File: src/rtl/temp_sample_reader_pkg.sv
// Shared types for the temperature sample buffer: reader FSM states, default widths, pointer compare.
// Combinational helpers only, no state; the writer side uses ptr_cmp for its full check.
package temp_sample_reader_pkg;

    localparam int DATA_W_DEF = 12;
    localparam int ADDR_W_DEF = 4;
    localparam int PTR_MAX_W  = 16;

    typedef enum logic [1:0] {
        IDLE  = 2'd0,
        FETCH = 2'd1,
        HOLD  = 2'd2
    } state_t;

    // Pointers are zero-extended to PTR_MAX_W; aw is the address width, and bit aw is the wrap bit.
    // want_full=0 returns empty, want_full=1 returns full.
    function automatic logic ptr_cmp(
        input logic [PTR_MAX_W-1:0] rd,
        input logic [PTR_MAX_W-1:0] wr,
        input logic [3:0]           aw,
        input logic                 want_full
    );
        logic [PTR_MAX_W-1:0] lo_mask;
        lo_mask = PTR_MAX_W'((64'd1 << aw) - 64'd1);
        if (want_full)
            return ((rd & lo_mask) == (wr & lo_mask)) && (rd[aw] != wr[aw]);
        return rd == wr;
    endfunction

endpackage

File: src/rtl/temp_avg4.sv
// Running mean of the last 4 fetched samples; avg is the mean including the sample being pushed.
// Latency: avg/primed are combinational on push; history updates at the clock edge. No backpressure.
module temp_avg4
    import temp_sample_reader_pkg::*;
#(
    parameter int DATA_W = DATA_W_DEF
) (
    input  logic              clk,
    input  logic              rst,
    input  logic              clr,
    input  logic              push,
    input  logic [DATA_W-1:0] sample,
    output logic [DATA_W-1:0] avg,
    output logic              primed
);

    logic [3:0][DATA_W-1:0] hist;
    logic [DATA_W+1:0]      sum;
    logic [DATA_W+1:0]      sum_nxt;
    logic [1:0]             cnt;

    // History starts zeroed, so the sum stays exact while filling up.
    assign sum_nxt = sum + {2'b00, sample} - {2'b00, hist[3]};
    assign avg     = sum_nxt[DATA_W+1:2];
    assign primed  = (cnt == 2'd3);

    always_ff @(posedge clk) begin
        if (rst || clr) begin
            hist <= '0;
            sum  <= '0;
            cnt  <= '0;
        end else if (push) begin
            hist <= {hist[2:0], sample};
            sum  <= sum_nxt;
            if (!primed)
                cnt <= cnt + 2'd1;
        end
    end

endmodule

File: src/rtl/temp_sample_reader.sv
// Drains the sample RAM in order onto a valid/ready stream; AVG4_EN outputs a 4-sample running mean.
// Latency: sample visible 2 cycles after wr_ptr advances, 1 sample per 3 cycles. Holds out_data until out_ready.
module temp_sample_reader
    import temp_sample_reader_pkg::*;
#(
    parameter int DATA_W = DATA_W_DEF,
    parameter int ADDR_W = ADDR_W_DEF
) (
    input  logic              clk,
    input  logic              rst,
    input  logic [ADDR_W:0]   wr_ptr,
    input  logic              flush,
    output logic [ADDR_W-1:0] ram_addr,
    output logic              ram_rden,
    input  logic [DATA_W-1:0] ram_q,
    output logic [ADDR_W:0]   rd_ptr,
    output logic              out_valid,
    output logic [DATA_W-1:0] out_data,
    input  logic              out_ready,
    output logic              empty
);

    localparam logic [ADDR_W:0] PTR_ONE = {{ADDR_W{1'b0}}, 1'b1};

    state_t            state;
    state_t            state_nxt;
    logic [ADDR_W:0]   rd_ptr_nxt;
    logic              out_valid_nxt;
    logic [DATA_W-1:0] out_data_nxt;
    logic [DATA_W-1:0] fetch_dat;
    logic              fetch_show;

    assign empty    = ptr_cmp(PTR_MAX_W'(rd_ptr), PTR_MAX_W'(wr_ptr), 4'(ADDR_W), 1'b0);
    assign ram_addr = rd_ptr[ADDR_W-1:0];

`ifdef AVG4_EN
    logic avg_push;

    assign avg_push = (state == FETCH) && !flush;

    temp_avg4 #(
        .DATA_W (DATA_W)
    ) u_avg4 (
        .clk    (clk),
        .rst    (rst),
        .clr    (flush),
        .push   (avg_push),
        .sample (ram_q),
        .avg    (fetch_dat),
        .primed (fetch_show)
    );
`else
    assign fetch_dat  = ram_q;
    assign fetch_show = 1'b1;
`endif

    always_comb begin
        state_nxt     = state;
        rd_ptr_nxt    = rd_ptr;
        out_valid_nxt = out_valid;
        out_data_nxt  = out_data;
        ram_rden      = 1'b0;
        case (state)
            IDLE: begin
                if (flush) begin
                    rd_ptr_nxt = wr_ptr;
                end else if (!empty && !rst) begin
                    ram_rden  = 1'b1;
                    state_nxt = FETCH;
                end
            end
            FETCH: begin
                if (flush) begin
                    rd_ptr_nxt    = wr_ptr;
                    out_valid_nxt = 1'b0;
                    state_nxt     = IDLE;
                end else if (fetch_show) begin
                    out_data_nxt  = fetch_dat;
                    out_valid_nxt = 1'b1;
                    state_nxt     = HOLD;
                end else begin
                    // Averager still filling: the sample is consumed without being presented.
                    rd_ptr_nxt = rd_ptr + PTR_ONE;
                    state_nxt  = IDLE;
                end
            end
            HOLD: begin
                if (flush) begin
                    rd_ptr_nxt    = wr_ptr;
                    out_valid_nxt = 1'b0;
                    state_nxt     = IDLE;
                end else if (out_ready) begin
                    rd_ptr_nxt    = rd_ptr + PTR_ONE;
                    out_valid_nxt = 1'b0;
                    state_nxt     = IDLE;
                end
            end
            default: begin
                out_valid_nxt = 1'b0;
                state_nxt     = IDLE;
            end
        endcase
    end

    always_ff @(posedge clk) begin
        if (rst) begin
            state     <= IDLE;
            rd_ptr    <= '0;
            out_valid <= 1'b0;
            out_data  <= '0;
        end else begin
            state     <= state_nxt;
            rd_ptr    <= rd_ptr_nxt;
            out_valid <= out_valid_nxt;
            out_data  <= out_data_nxt;
        end
    end

endmodule

File: config.mk
export PLATFORM = sky130hd
export DESIGN_NAME = temp_sample_reader
export DESIGN_NICKNAME = d
export VERILOG_FILES = /design/src/rtl/temp_sample_reader_pkg.sv /design/src/rtl/temp_avg4.sv /design/src/rtl/temp_sample_reader.sv
export SDC_FILE = /design/constraint.sdc
export NUM_CORES = 1
export LEC_CHECK = 0
export CAP_MARGIN = 5
export CORE_MARGIN = 1
export CORE_UTILIZATION = 29
export CTS_CLUSTER_DIAMETER = 40
export DETAILED_ROUTE_END_ITERATION = 10
export GPL_ROUTABILITY_DRIVEN = 0
export REMOVE_ABC_BUFFERS = 1
export SLEW_MARGIN = 20
export SYNTH_ARGS = -nofsm -noshare
export SYNTH_HDL_FRONTEND = slang
export SYNTH_SLANG_ARGS = --single-unit
File: constraint.sdc
create_clock -name clk -period 3.2 [get_ports clk]
set_clock_uncertainty 0.05 [all_clocks]
set_input_delay 0.64 -clock clk [delete_from_list [all_inputs] [get_ports clk]]
set_output_delay 0.64 -clock clk [all_outputs]
set_load 0.02 [all_outputs]
After elaboration in Yosys (flattened, before gate mapping) --
Index checks and enable logic that the tools add are counted.
Storage, ports and cells: register bits 20, bits of input ports 21, output and inout bits 24, logic and storage cells 41
Cells by class: $add $sub $neg 1, equality and inequality tests 7, multiplexer cells 17, bitwise operators 2, reductions and logical operators 10
Operators with widths (count):
- $mux W5 | 3
- $mux W2 | 5
- $pmux W5 S2 | 1
- $mux W1 | 6
- $pmux W2 S3 | 1
- $reduce_and A3 Y1 | 2
- $add A5 B1 Y5 const B | 1
- $eq A5 B5 Y1 | 1
- $ne A2 B2 Y1 const B | 2
- $reduce_and A2 Y1 | 2
- $ne A3 B3 Y1 const B | 1
- $pmux W1 S3 | 1
- $eq A2 B1 Y1 const B | 1
- $eq A2 B2 Y1 const B | 1
- $logic_not A1 Y1 | 2
- $logic_not A2 Y1 | 1
- $ne A2 B1 Y1 const B | 1
- $not A1 Y1 | 2
- $reduce_bool A2 Y1 | 1
- $reduce_or A2 Y1 | 1
- $logic_and A1 B1 Y1 | 1

Logic depth before layout (Yosys ltp) --
depth after elaboration 6, gate-level depth with buffers 5, depth with buffers taken out 4

Worst setup path before layout --
OpenSTA, ideal clock, no wires.
path kind input -> output, start input port wr_ptr[0], end output port empty, arrival 1.397 ns, data required time 2.510 ns, setup slack 1.113 ns, stages on the path 3, buffers on the path 0, cell sequence xnor2_1 -> nand3_1 -> nor3_1
Between the ends: word-level cells in the longest chain between the ends 1
Ends and longest elaborated chain:
- start, declared | line temp_sample_reader.sv:11 | input logic [ADDR_W:0] wr_ptr,
- $eq A5 B5 Y1 | line temp_sample_reader_pkg.sv:27 | return rd == wr;
- end, declared | line temp_sample_reader.sv:20 | output logic empty
No other way between the ends.

Worst setup path after layout --
start input port wr_ptr[0], end output port ram_rden
Between the ends: word-level cells in the longest chain between the ends 6
Ends and longest elaborated chain:
- $eq A5 B5 Y1 | line temp_sample_reader_pkg.sv:27
- $logic_not A1 Y1 | line temp_sample_reader.sv:67 | end else if (!empty && !rst) begin
- $logic_and A1 B1 Y1 | line temp_sample_reader.sv:67
- $mux W1 | line temp_sample_reader.sv:67
- $mux W1 | line temp_sample_reader.sv:65 | if (flush) begin
- $mux W1 | line temp_sample_reader.sv:63 | case (state)
- end, declared | line temp_sample_reader.sv:14 | output logic ram_rden,
No other way between the ends.

==> results.py <==
metrics = {
    "run_status": {
        "outcome": "complete, no violations",
    },
    "worst_setup_path": {
        "worstPathArrival_ps": 2250,
        "required_ps": 2510,
        "crit_path_start_kind": "input port",
        "endpoint_kind": "output port",
        "path_class": "input port to output port",
        "path_max_fanout": 3,
    },
    "synthesis": {
        "synth_top_area_share": 0.400,
        "ys_types": 30,
        "synth_area_sq_um": 1000,
        "async_reset_ff_frac": 0,
        "yosysTopAreaCell": "dfxtp_1",
        "yosys-top-cells-count": "20 x dfxtp_1, 16 x mux2i_1, 14 x nor2_1",
        "yosysMostFrequentCell": "dfxtp_1",
        "synth_cells": 103,
        "synth_area_leaders": "dfxtp_1 40%, mux2i_1 16%, nor2_1 5.3%, buf_4 3.8%, o32ai_1 2.6%",
        "synth_edf_count": 0,
        "ys_seq_elements": 20,
        "ys_seq_area_frac": 0.400,
        "synth_ff_type": "dfxtp_1",
        "yosysWarnings": 0,
        "synth.avg_cell_area_sq_um": 9.72,
    },
    "power": {
        "power.internal_uw": 398,
        "p_per_area_nw_per_um2": 363,
        "power_frac_clock": 0.265,
        "combPwrFrac": 0.229,
        "p_switching_uw": 141,
        "power.total_uw": 539,
        "switching_share": 0.262,
        "p_seq_frac": 0.506,
        "vdd_drop_max_v": 0.000274,
        "p_leak_nw": 0.518,
    },
    "drt": {
        "ant_nets": 0,
        "vias": 874,
        "via_per_inst": 4.62,
        "top_layer_used": "met4",
        "post-route-drc-count": 0,
        "drt-met1-wl_um": 1020,
        "wl_um": 2240,
        "wl_met2_um": 1100,
        "firstDrtPassIters": 4,
        "route.met3.wl_um": 80,
        "wire_per_inst_um": 11.8,
        "drt_iter0_drc": 24,
    },
    "sta": {
        "setup_ws_ps": 255,
        "slew_viol_final": 0,
        "worst_pin_slew_ps": 732,
        "fin_setup_tns_ps": 0,
        "final.min_clock_period_ps": 2940,
        "hold_slack_ps": 452,
        "hold_viol": 0,
        "fmax_mhz": 340,
        "fin_crit_sh": 0.920,
        "setup_viol": 0,
        "slew_headroom": 0.510,
        "rsz0062_at_grt": "false",
    },
    "global_route": {
        "grt_max_degree": 21,
        "grt_pass1_vias": 837,
        "grt-ovfl-total": 0,
        "gr-usage-all-layers": 0.132,
        "antenna_found_initial": 0,
        "grt_first_pass_wirelength_um": 3580,
    },
    "final_layout": {
        "final_cells": 189,
        "syn_to_final_growth_pct": 48.6,
        "final_nets": 168,
        "insertedDiodeCount": 0,
        "nFillCells": 325,
        "multiInputGateArea_sq_um": 510,
        "final_area_sq_um": 1490,
        "seqCellArea_sq_um": 400,
        "post-route-util": 0.472,
        "drive_gt1_frac": 0.0759,
    },
    "cts": {
        "post_cts_buffers": 0,
        "htreeDepth": 1,
        "insertion_delay_ps": 290,
        "cts_buffers": 3,
        "numClockSinks": 20,
        "clk_pin_slew_ps": 110,
        "cts-resized-gates": 0,
        "clock_path_buffers": 2,
        "hold_buffers": 0,
        "cts_tree": "yes",
        "cts-root-buf": "clkbuf_4",
    },
    "placed_design": {
        "io_buffer_count": 44,
        "dpl.hpwl_um": 1670,
        "pre_cts_ws_ps": 242,
        "dpl_cell_area_sq_um": 1450,
        "place_inst": 185,
    },
    "floorplanning": {
        "fp.dieH_um": 60.8,
        "rows": 20,
        "fp.coreArea_sq_um": 3150,
        "design.portCount": 45,
        "die_area_sq_um": 3690,
        "die_x_um": 60.8,
        "start_util": 0.317,
    },
    "run": {
        "max_cap_viol_count": 0,
    },
    "worst_hold_path": {
        "hold_path.class": "flip-flop to flip-flop",
    },
}
## state kept, by name (all words and copies together), names as in the netlist
| signal | cells |
|---|---|
| out_valid | 1 |
| state | 2 |
| rd_ptr | 5 |
| out_data | 12 |
## metal layers
layer  global-route usage  vias to the layer above
li1                     -                      447
met1                0.157                      406
met2                0.226                       19
met3               0.0362                        2
met4               0.0487                        0
met5                    0                        -
## critical path: stages
cell and delay [ps]:
clkdlybuf4s50_1 500, xnor2_1 120, nand3_1 140, o31a_1 320, clkdlybuf4s50_1 530
## power groups by stage
stage / Sequential [mW] / Combinational (mW) / Clock [mW]
2_1_floorplan: 0.293 / 0.0399 / 0
3_5_place_dp: 0.279 / 0.124 / 0
4_1_cts: 0.273 / 0.125 / 0.153
5_1_grt: 0.275 / 0.132 / 0.161
6_report: 0.273 / 0.123 / 0.143
3_3_place_gp: 0.279 / 0.123 / 0
## final cells by class
| class | instances | area share |
|---|---|---|
| multi-input cells | 68 | 0.343 |
| clock buffers | 4 | 0.0244 |
| inverters | 6 | 0.0151 |
| well taps | 44 | 0.0370 |
| repair buffers | 47 | 0.311 |
| flip-flops and latches | 20 | 0.269 |
## layout by cell type (no fill, tap or decap)
cell type / count
xnor2_1: 3
or3_1: 1
o31a_1: 2
nand3_1: 3
xor2_1: 2
a21oi_1: 3
and4b_1: 2
nand2_1: 1
clkbuf_8: 1
o21ai_0: 2
a21o_2: 1
a31oi_1: 2
nand4b_1: 1
a211oi_1: 3
nor3b_2: 1
or4b_1: 1
nor3b_4: 1
and2_2: 1
a311oi_1: 1
mux2i_1: 16
nor2_1: 14
inv_1: 6
buf_4: 3
o32ai_1: 3
clkdlybuf4s50_1: 44
dfxtp_1: 20
nor2b_1: 1
nor3_1: 1
nor4_1: 1
clkbuf_4: 3
ha_1: 1
## logic make-up after synthesis
family,count (synthesis),share of synthesized area
flops,20,0.400
compound gates,17,0.121
xor+xnor,5,0.0438
fa+ha+maj,1,0.0125
simple gates,29,0.173
buf+inv,15,0.0900
mux,16,0.160
## final timing paths
check               from  depth (start not counted)  slack (ps)           to
min          out_data[4]                          2         450  out_data[4]
max            wr_ptr[0]                          5         260     ram_rden
min reg2reg  out_data[4]                          2         450  out_data[4]
max reg2reg     state[1]                          3        1420    rd_ptr[1]
Note: power is estimated with default switching activity, not from simulation.
